`src/rtl/ads131_frame_sequencer.sv`:
```
`default_nettype none
// ============================================================================
// ads131_frame_sequencer : DRDY / host-command frame sequencer for an ADS131.
// Optional macro XFER_WATCHDOG_EN adds a sticky transfer-timeout watchdog.
// Revision 1.0
// ============================================================================

module ads131_frame_sequencer #(
  parameter int CS_SETUP_CYC = 4,
  parameter int CS_HOLD_CYC  = 4,
  parameter int GAP_CYC      = 8,
  parameter int FRAME_EDGES  = 64,
  parameter int WDOG_CYC     = 2048
) (
  input  logic       system_clock,
  input  logic       reset_n,
  input  logic       drdy_n,
  input  logic       cmd_req,
  output logic       cmd_ack,
  input  logic [7:0] sclk_cycles,
  output logic [4:0] spi_state,
  output logic       cs_n,
  output logic       frame_type,
  output logic       busy,
  output logic       frame_done,
  output logic       wdog_err
);

  typedef enum logic [2:0] {
    S_IDLE     = 3'd0,
    S_CS_SETUP = 3'd1,
    S_XFER     = 3'd2,
    S_CS_HOLD  = 3'd3,
    S_GAP      = 3'd4
  } state_t;

  localparam logic [11:0] SETUP_LAST = 12'(CS_SETUP_CYC - 1);
  localparam logic [11:0] HOLD_LAST  = 12'(CS_HOLD_CYC - 1);
  localparam logic [11:0] GAP_LAST   = 12'(GAP_CYC - 1);
  localparam logic [7:0]  EDGES_END  = 8'(FRAME_EDGES);
  localparam logic [4:0]  SPI_XFER   = 5'd6;

  state_t      state_q, state_d;
  logic [11:0] cnt_q, cnt_d;
  logic        sync1_q, sync2_q, sync3_q;
  logic        drdy_edge;
  logic        drdy_pend_q, drdy_pend_d;
  logic        hit_q, hit_d;
  logic        grant_data, grant_cmd;
  logic        frame_end;
  logic        cs_n_q, busy_q, cmd_ack_q, frame_done_q, frame_type_q;
  logic [4:0]  spi_state_q;

`ifdef XFER_WATCHDOG_EN
  localparam logic [11:0] WDOG_LAST = 12'(WDOG_CYC - 1);
  logic wdog_trip;
  logic wdog_err_q;
  logic abort_q;
`endif

  // sync3 only delays the synchronized level so a falling edge can be seen
  assign drdy_edge   = sync3_q & ~sync2_q;
  assign drdy_pend_d = drdy_edge | (drdy_pend_q & ~grant_data);
  assign hit_d       = (state_q == S_XFER) && (sclk_cycles == EDGES_END);

  always_comb begin
    state_d    = state_q;
    grant_data = 1'b0;
    grant_cmd  = 1'b0;
`ifdef XFER_WATCHDOG_EN
    wdog_trip  = 1'b0;
`endif
    case (state_q)
      S_IDLE: begin
        if (drdy_pend_q) begin
          grant_data = 1'b1;
          state_d    = S_CS_SETUP;
        end else if (cmd_req) begin
          grant_cmd  = 1'b1;
          state_d    = S_CS_SETUP;
        end
      end
      S_CS_SETUP: if (cnt_q >= SETUP_LAST) state_d = S_XFER;
      S_XFER: begin
        if (hit_q && (sclk_cycles == EDGES_END)) begin
          state_d = S_CS_HOLD;
        end
`ifdef XFER_WATCHDOG_EN
        else if (cnt_q >= WDOG_LAST) begin
          wdog_trip = 1'b1;
          state_d   = S_CS_HOLD;
        end
`endif
      end
      S_CS_HOLD: if (cnt_q >= HOLD_LAST) state_d = S_GAP;
      S_GAP:     if (cnt_q >= GAP_LAST)  state_d = S_IDLE;
      default:   state_d = S_IDLE;
    endcase
  end

  // one shared saturating counter, restarted on every state change
  always_comb begin
    cnt_d = cnt_q;
    if (state_d != state_q) begin
      cnt_d = '0;
    end else if (cnt_q != 12'hFFF) begin
      cnt_d = cnt_q + 12'd1;
    end
  end

`ifdef XFER_WATCHDOG_EN
  assign frame_end = (state_q == S_CS_HOLD) && (state_d == S_GAP) && !abort_q;
`else
  assign frame_end = (state_q == S_CS_HOLD) && (state_d == S_GAP);
`endif

  always_ff @(posedge system_clock or negedge reset_n) begin
    if (!reset_n) begin
      state_q      <= S_IDLE;
      cnt_q        <= '0;
      sync1_q      <= 1'b1;
      sync2_q      <= 1'b1;
      sync3_q      <= 1'b1;
      drdy_pend_q  <= 1'b0;
      hit_q        <= 1'b0;
      cs_n_q       <= 1'b1;
      busy_q       <= 1'b0;
      cmd_ack_q    <= 1'b0;
      frame_done_q <= 1'b0;
      frame_type_q <= 1'b0;
      spi_state_q  <= '0;
    end else begin
      state_q      <= state_d;
      cnt_q        <= cnt_d;
      sync1_q      <= drdy_n;
      sync2_q      <= sync1_q;
      sync3_q      <= sync2_q;
      drdy_pend_q  <= drdy_pend_d;
      hit_q        <= hit_d;
      cs_n_q       <= !((state_d == S_CS_SETUP) || (state_d == S_XFER) ||
                        (state_d == S_CS_HOLD));
      busy_q       <= (state_d != S_IDLE);
      cmd_ack_q    <= grant_cmd;
      frame_done_q <= frame_end;
      spi_state_q  <= (state_d == S_XFER) ? SPI_XFER : 5'd0;
      if (grant_data) begin
        frame_type_q <= 1'b0;
      end else if (grant_cmd) begin
        frame_type_q <= 1'b1;
      end
    end
  end

`ifdef XFER_WATCHDOG_EN
  // abort_q suppresses frame_done for the hold that follows a timeout
  always_ff @(posedge system_clock or negedge reset_n) begin
    if (!reset_n) begin
      wdog_err_q <= 1'b0;
      abort_q    <= 1'b0;
    end else begin
      if (wdog_trip) begin
        wdog_err_q <= 1'b1;
        abort_q    <= 1'b1;
      end else if (state_q == S_IDLE) begin
        abort_q    <= 1'b0;
      end
    end
  end
  assign wdog_err = wdog_err_q;
`else
  assign wdog_err = 1'b0;
`endif

  assign cs_n       = cs_n_q;
  assign busy       = busy_q;
  assign cmd_ack    = cmd_ack_q;
  assign frame_done = frame_done_q;
  assign frame_type = frame_type_q;
  assign spi_state  = spi_state_q;

endmodule

`default_nettype wire
```
`config.mk`:
```
export PLATFORM = sky130hd
export DESIGN_NAME = ads131_frame_sequencer
export DESIGN_NICKNAME = d
export VERILOG_FILES = /design/src/rtl/ads131_frame_sequencer.sv
export SDC_FILE = /design/constraint.sdc
export NUM_CORES = 1
export LEC_CHECK = 0
export BUFFER_PORTS_ARGS = -buffer_cell sky130_fd_sc_hd__buf_2
export CORE_MARGIN = 8
export CORE_UTILIZATION = 45
export DETAILED_ROUTE_END_ITERATION = 12
export PLACE_DENSITY = 0.67
export SLEW_MARGIN = 20
export SYNTH_ARGS = -nofsm -noshare
export SYNTH_HDL_FRONTEND = slang
export SYNTH_SLANG_ARGS = --single-unit
```
`constraint.sdc`:
```
create_clock -name system_clock -period 3.3 [get_ports system_clock]
set_clock_uncertainty 0.15 [all_clocks]
set_input_delay 0.495 -clock system_clock [delete_from_list [all_inputs] [get_ports system_clock]]
set_output_delay 0.495 -clock system_clock [all_outputs]
set_load 0.01 [all_outputs]
```
==> flow_summary.json, run 1 <==
{
  "status": "finished, violations left",
  "violations": "hold timing",
  "ys.flop_type": "dfrtp_1",
  "p_sw_share_pct": 37.3,
  "ios": 23,
  "final_cell_mix": "dfrtp_1 (22), buf_2 (18), nor3_1 (12), inv_1 (6), nor2_1 (6)",
  "grt_pass1_vias": 1059,
  "post_cts_resized": 0,
  "post_cts_buffers": 0,
  "maxSlewHeadroom_pct": 37.8,
  "ant_nets": 0,
  "p_switching_mw": 0.367,
  "grt_usage_pct": 11.8,
  "layout.cells.most_common": "dfrtp_1",
  "crit_fanout": 11,
  "fmax_mhz": 414,
  "syn-cell-area_um2": 1340,
  "synth_top_cell_area_share_pct": 41.2,
  "postSynthCellCount": 125,
  "seq_area_um2": 656,
  "clkPwrFrac_pct": 16.1,
  "clk_path_buf_depth": 2,
  "period_needed_ns": 2.41,
  "crit_path_end_kind": "flop",
  "ys_seq_elements": 26,
  "place_congestion": 0.808,
  "avgSynthCellArea_um2": 10.7,
  "grt_pass1_wl_mm": 4.85,
  "async_flop_share_pct": 100,
  "nFillCells": 251,
  "die_h_um": 70.5,
  "route.detailed.drc": 0,
  "diodes": 0,
  "io_buffer_count": 18,
  "multi_input_area_um2": 622,
  "grt_max_degree": 27,
  "dpl.hpwl_mm": 2.14,
  "arrival_ns": 2.43,
  "setup_viol": 0,
  "start_util_pct": 48.0,
  "cts-buffers-inserted": 3,
  "dr.first_iter.drc_count": 46,
  "powerDensity_nw_per_um2": 669,
  "crit_family": "compound AO/OA/AOI/OAI gates",
  "slowest_delay_ns": 0.78,
  "clkSinkCount": 26,
  "wl_per_cell_um": 15.9,
  "core_area_um2": 2780,
  "antenna_found_initial": 0,
  "worstSkewPairLatency_ns": 0.32,
  "drtPass1Iterations": 4,
  "worst_slew_pin_slew_ns": 0.929,
  "placementRows": 19,
  "ys_seq_area_share_pct": 49.1,
  "crit_slowest_cell": "a2bb2oi_1",
  "holdWs_ns": -0.0150,
  "yosysTopAreaCell": "dfrtp_1",
  "p_comb_share_pct": 38.3,
  "wirelength_mm": 2.78,
  "tritoncts": "yes",
  "maxSlewViolCount": 0,
  "finalSetupTns_ns": 0,
  "power_frac_seq_pct": 45.6,
  "rsz0062_at_grt": "false",
  "crit_required_ns": 3.32,
  "vias_per_cell": 5.94,
  "leakage_nw": 0.655,
  "path_cells": "nor3_1, a21oi_1, a2bb2oi_1, a2111oi_0",
  "yosys_warnings": 0,
  "ys_types": 46,
  "drive_gt1_share_pct": 25.7,
  "synth_edf_count": 0,
  "grt-ovfl-total": 0,
  "finalHoldViolCount": 11,
  "pre_cts_ws_ns": 0.825,
  "cts.htree.levels": 1,
  "die-area_um2": 4970,
  "fin_ws_ns": 0.886,
  "period_share_pct": 73.2,
  "areaGrowthSynthToFinish_pct": 10.3,
  "worst-path-buf-inv": 0,
  "cts_root_buf": "clkbuf_4",
  "fp.dieW_um": 70.5,
  "worst-setup-path-type": "flop to flop",
  "num_vias": 1039,
  "max_cap_viol_count": 0,
  "start_kind": "flop",
  "worstHoldPathType": "primary input to asynchronous set/reset pin",
  "synth_area_leaders": "dfrtp_1 (41%), dfstp_2 (7.9%), nor4_4 (4.8%)",
  "ir_worst_vdd_v": 0.000692,
  "p_int_mw": 0.618,
  "postCtsHoldBufs": 0,
  "clk_pin_slew_ns": 0.14,
  "fin_nets": 158
}
-- worst paths after layout --
check | startpoint | endpoint | slack (ns) | cells after the start
max | state_q[2] | cnt_q[4] | 0.89 | 4
min | reset_n | cmd_ack | -0.01 | 1
max reg2reg | state_q[2] | cnt_q[4] | 0.89 | 4
min reg2reg | sync1_q | sync2_q | 0.23 | 0
max in group asynchronous | reset_n | cs_n | 2.63 | 1
min in group system_clock | drdy_n | sync1_q | 0.10 | 1
-- power groups by stage --
stage          clock, mW  combinational, mW  sequential, mW
2_1_floorplan          0              0.270           0.457
3_3_place_gp           0              0.363           0.451
3_5_place_dp           0              0.379           0.456
4_1_cts            0.163              0.380           0.449
5_1_grt            0.175              0.420           0.461
6_report           0.159              0.377           0.449
-- sequential cells by signal (all words and copies together) (netlist names) --
name,cells
sync1_q,1
busy,1
cnt_q,12
hit_q,1
spi_state,1
cs_n,1
sync3_q,1
cmd_ack,1
sync2_q,1
frame_done,1
drdy_pend_q,1
state_q,3
frame_type,1
-- area by class of cell --
class | count | area share (%)
clock buffer | 4 | 2.46
tap | 31 | 2.63
sequential | 26 | 44.5
multi-input combinational | 89 | 42.2
timing repair buffer | 19 | 6.63
inverter | 6 | 1.53
-- per-stage QoR --
| step | power, mW | utilization [%] | std cells | instance area, um^2 |
|---|---|---|---|---|
| floorplan | 0.728 | - | 128 | 1350 |
| global placement | 0.814 | 51.6 | 171 | 1440 |
| detailed placement | 0.835 | 51.6 | 171 | 1440 |
| CTS | 0.993 | 52.9 | 175 | 1470 |
| global route | 1.06 | 52.9 | 175 | 1470 |
| finish | 0.985 | 52.9 | 175 | 1470 |
-- logic make-up after synthesis --
| group | Yosys count | share of synthesized area, % |
|---|---|---|
| compound gates | 22 | 11.8 |
| xor+xnor | 2 | 1.31 |
| fa+ha+maj | 1 | 0.937 |
| buf+inv | 13 | 5.15 |
| flops | 26 | 49.1 |
| mux | 3 | 2.34 |
| other cells | 1 | 0.281 |
| simple gates | 57 | 29.1 |
-- cell usage after synthesis (all sizes together), types with 3 or more instances --
master	number
inv	6
or4	3
or2	3
a21oi	4
dfrtp	22
nand4	3
nand2	4
nor3	12
nor4	7
nand3	4
nor2	6
buf	6
and3	6
dfstp	4
a211oi	4
-- metal layers --
layer	vias up	routed length (um)	track usage (%)
li1	506	-	-
met1	511	1250	14.1
met5	-	0	0
met2	15	1370	19.3
met4	0	38	3.57
met3	7	113	4.24
(Power assumes the default switching activity.)
==> inputs of run 2 (changes only) <==
- clock period: 3.3 -> 2.3 ns (I/O delays scaled with it)
==> run 2 against run 1 <==
Effect of this change: the flow now finishes without violations; combinational power increased by 62%; power increased by 50%; worst hold slack improved by 0.16 ns; clock power increased by 42%; critical path depth increased by 1; die area unchanged; clock-buffer cell count unchanged; non-clock buffer count increased by 4; global-route usage about the same; first-iteration DRC count decreased by 30%; final area increased by 3.3%; register-to-register slack got worse by 0.72 ns; largest power group unchanged.
==> flow_summary.json, run 2 (synthesis results as in run 1) <==
{
  "worstHoldPathType": "primary input to flop",
  "fmax_mhz": 469,
  "crit_path_end_kind": "flop",
  "grt_pass1_wl_mm": 4.86,
  "rsz0062_at_grt": "false",
  "leakage_nw": 0.676,
  "start_kind": "flop",
  "powerDensity_nw_per_um2": 972,
  "fp.dieW_um": 70.5,
  "power_frac_seq_pct": 43.4,
  "clkPwrFrac_pct": 15.2,
  "clkSinkCount": 26,
  "crit_fanout": 4,
  "maxSlewViolCount": 0,
  "core_area_um2": 2780,
  "reg2reg_to": "busy",
  "drive_gt1_share_pct": 26.4,
  "largest_reg_flops": 12,
  "drtPass1Iterations": 4,
  "worstSkewPairLatency_ns": 0.32,
  "setup_viol": 0,
  "p_int_mw": 0.947,
  "post_cts_buffers": 0,
  "grt-ovfl-total": 0,
  "areaGrowthSynthToFinish_pct": 14.0,
  "endpoint": "busy",
  "dr.first_iter.drc_count": 32,
  "clk_pin_slew_ns": 0.13,
  "cts-buffers-inserted": 3,
  "route.detailed.drc": 0,
  "r2r_slack_ns": 0.17,
  "crit_start": "cnt_q[0]",
  "placementRows": 19,
  "p_comb_share_pct": 41.4,
  "cts.htree.levels": 1,
  "regMostFlops": "cnt_q",
  "period_share_pct": 92.7,
  "arrival_ns": 2.18,
  "ant_nets": 0,
  "placement.cell_area_um2": 1460,
  "status": "finished clean",
  "wirelength_mm": 2.76,
  "num_vias": 1036,
  "fin_nets": 162,
  "antenna_found_initial": 0,
  "ir_worst_vdd_v": 0.000662,
  "finalHoldViolCount": 0,
  "worst_slew_pin_slew_ns": 0.599,
  "layout.cells.most_common": "dfrtp_1",
  "top_regs": "cnt_q: 12 flops, state_q: 3 flops",
  "die_h_um": 70.5,
  "wl_per_cell_um": 15.4,
  "nFillCells": 242,
  "period_needed_ns": 2.13,
  "diodes": 0,
  "io_buffer_count": 18,
  "cts_root_buf": "clkbuf_4",
  "p_total_mw": 1.48,
  "place_congestion": 0.839,
  "rr_startpoint": "cnt_q[0]",
  "p_sw_share_pct": 36.0,
  "grt_max_degree": 27,
  "maxSlewHeadroom_pct": 59.8,
  "reg2reg_depth": 5,
  "clk_path_buf_depth": 2,
  "tritoncts": "yes",
  "crit_required_ns": 2.35,
  "finalSetupTns_ns": 0,
  "vias_per_cell": 5.79,
  "grt_usage_pct": 11.9,
  "ios": 23,
  "grt_pass1_vias": 1051,
  "start_util_pct": 48.0,
  "stdcell_area_um2": 1520,
  "final_cell_mix": "dfrtp_1 (22), buf_2 (18), nor3_1 (12), inv_1 (6), nor2_1 (6)",
  "max_cap_viol_count": 0,
  "dpl.hpwl_mm": 2.10,
  "p_switching_mw": 0.532,
  "worst-setup-path-type": "flop to flop",
  "die-area_um2": 4970
}
[run 2: cell types whose count changed in the layout (fill, tap and decap cells not counted)]
cell and change:
dlygate4sd3_1 +2, a2111oi_0 -1, a2111oi_1 +1, buf_12 +1, buf_4 +1
[run 2: worst min path at each step]
| stage | from | slack [ns] | to | cells after the start |
|---|---|---|---|---|
| final | cmd_req | 0.14 | cmd_ack | 2 |
| after global routing | cmd_req | 0.13 | cmd_ack | 2 |
| after CTS | cmd_req | 0.13 | cmd_ack | 2 |
| after detailed placement | sync1_q | 0.20 | sync2_q | 0 |
| after global placement | sync1_q | 0.20 | sync2_q | 0 |
| after floorplan | reset_n | -0.10 | busy | 0 |
[run 2: power groups by stage]
| stage | Sequential [mW] | Clock, mW | Combinational, mW |
|---|---|---|---|
| after floorplan | 0.656 | 0 | 0.388 |
| after global placement | 0.647 | 0 | 0.603 |
| after detailed placement | 0.648 | 0 | 0.622 |
| after CTS | 0.641 | 0.236 | 0.623 |
| after global routing | 0.658 | 0.252 | 0.685 |
| final | 0.642 | 0.225 | 0.612 |
[run 2: timing repair]
item | in CTS | in global routing
hold buffers | 2 | 0
resized for setup | 0 | 1
endpoints found under the setup margin | 0 | 1
hold endpoints to repair | 23 | 0
[run 2: final cells by class]
type	count	area (um^2)	area share (%)
Tap cell	31	38.8	2.55
Inverter	6	22.5	1.48
Sequential cell	26	656	43.1
Clock buffer	4	36.3	2.38
Timing Repair Buffer	23	145	9.54
Multi-Input combinational cell	89	623	41.0
[run 2: critical path, stage by stage (launching register included)]
cell and delay [ns]:
dfrtp_1 0.43, ha_1 0.25, nor2_1 0.20, nand4_2 0.17
a32o_1 0.31, or4_1 0.51
[run 2: per-stage QoR]
step	utilization [%]	worst slack, ns	std cells	hold slack (ns)
2_1_floorplan	-	0.308	128	-0.101
3_3_place_gp	52.6	0.249	173	0.196
3_5_place_dp	52.6	0.163	173	0.205
4_1_cts	54.7	0.160	179	0.132
5_1_grt	54.7	0.0211	179	0.131
6_report	54.7	0.168	179	0.142
[run 2: metal layers]
metal | up-vias | routed length [um] | GRT usage [%]
li1 | 514 | - | -
met1 | 503 | 1300 | 14.8
met2 | 17 | 1330 | 19.4
met3 | 2 | 110 | 3.67
met4 | 0 | 25 | 2.68
met5 | - | 0 | 0
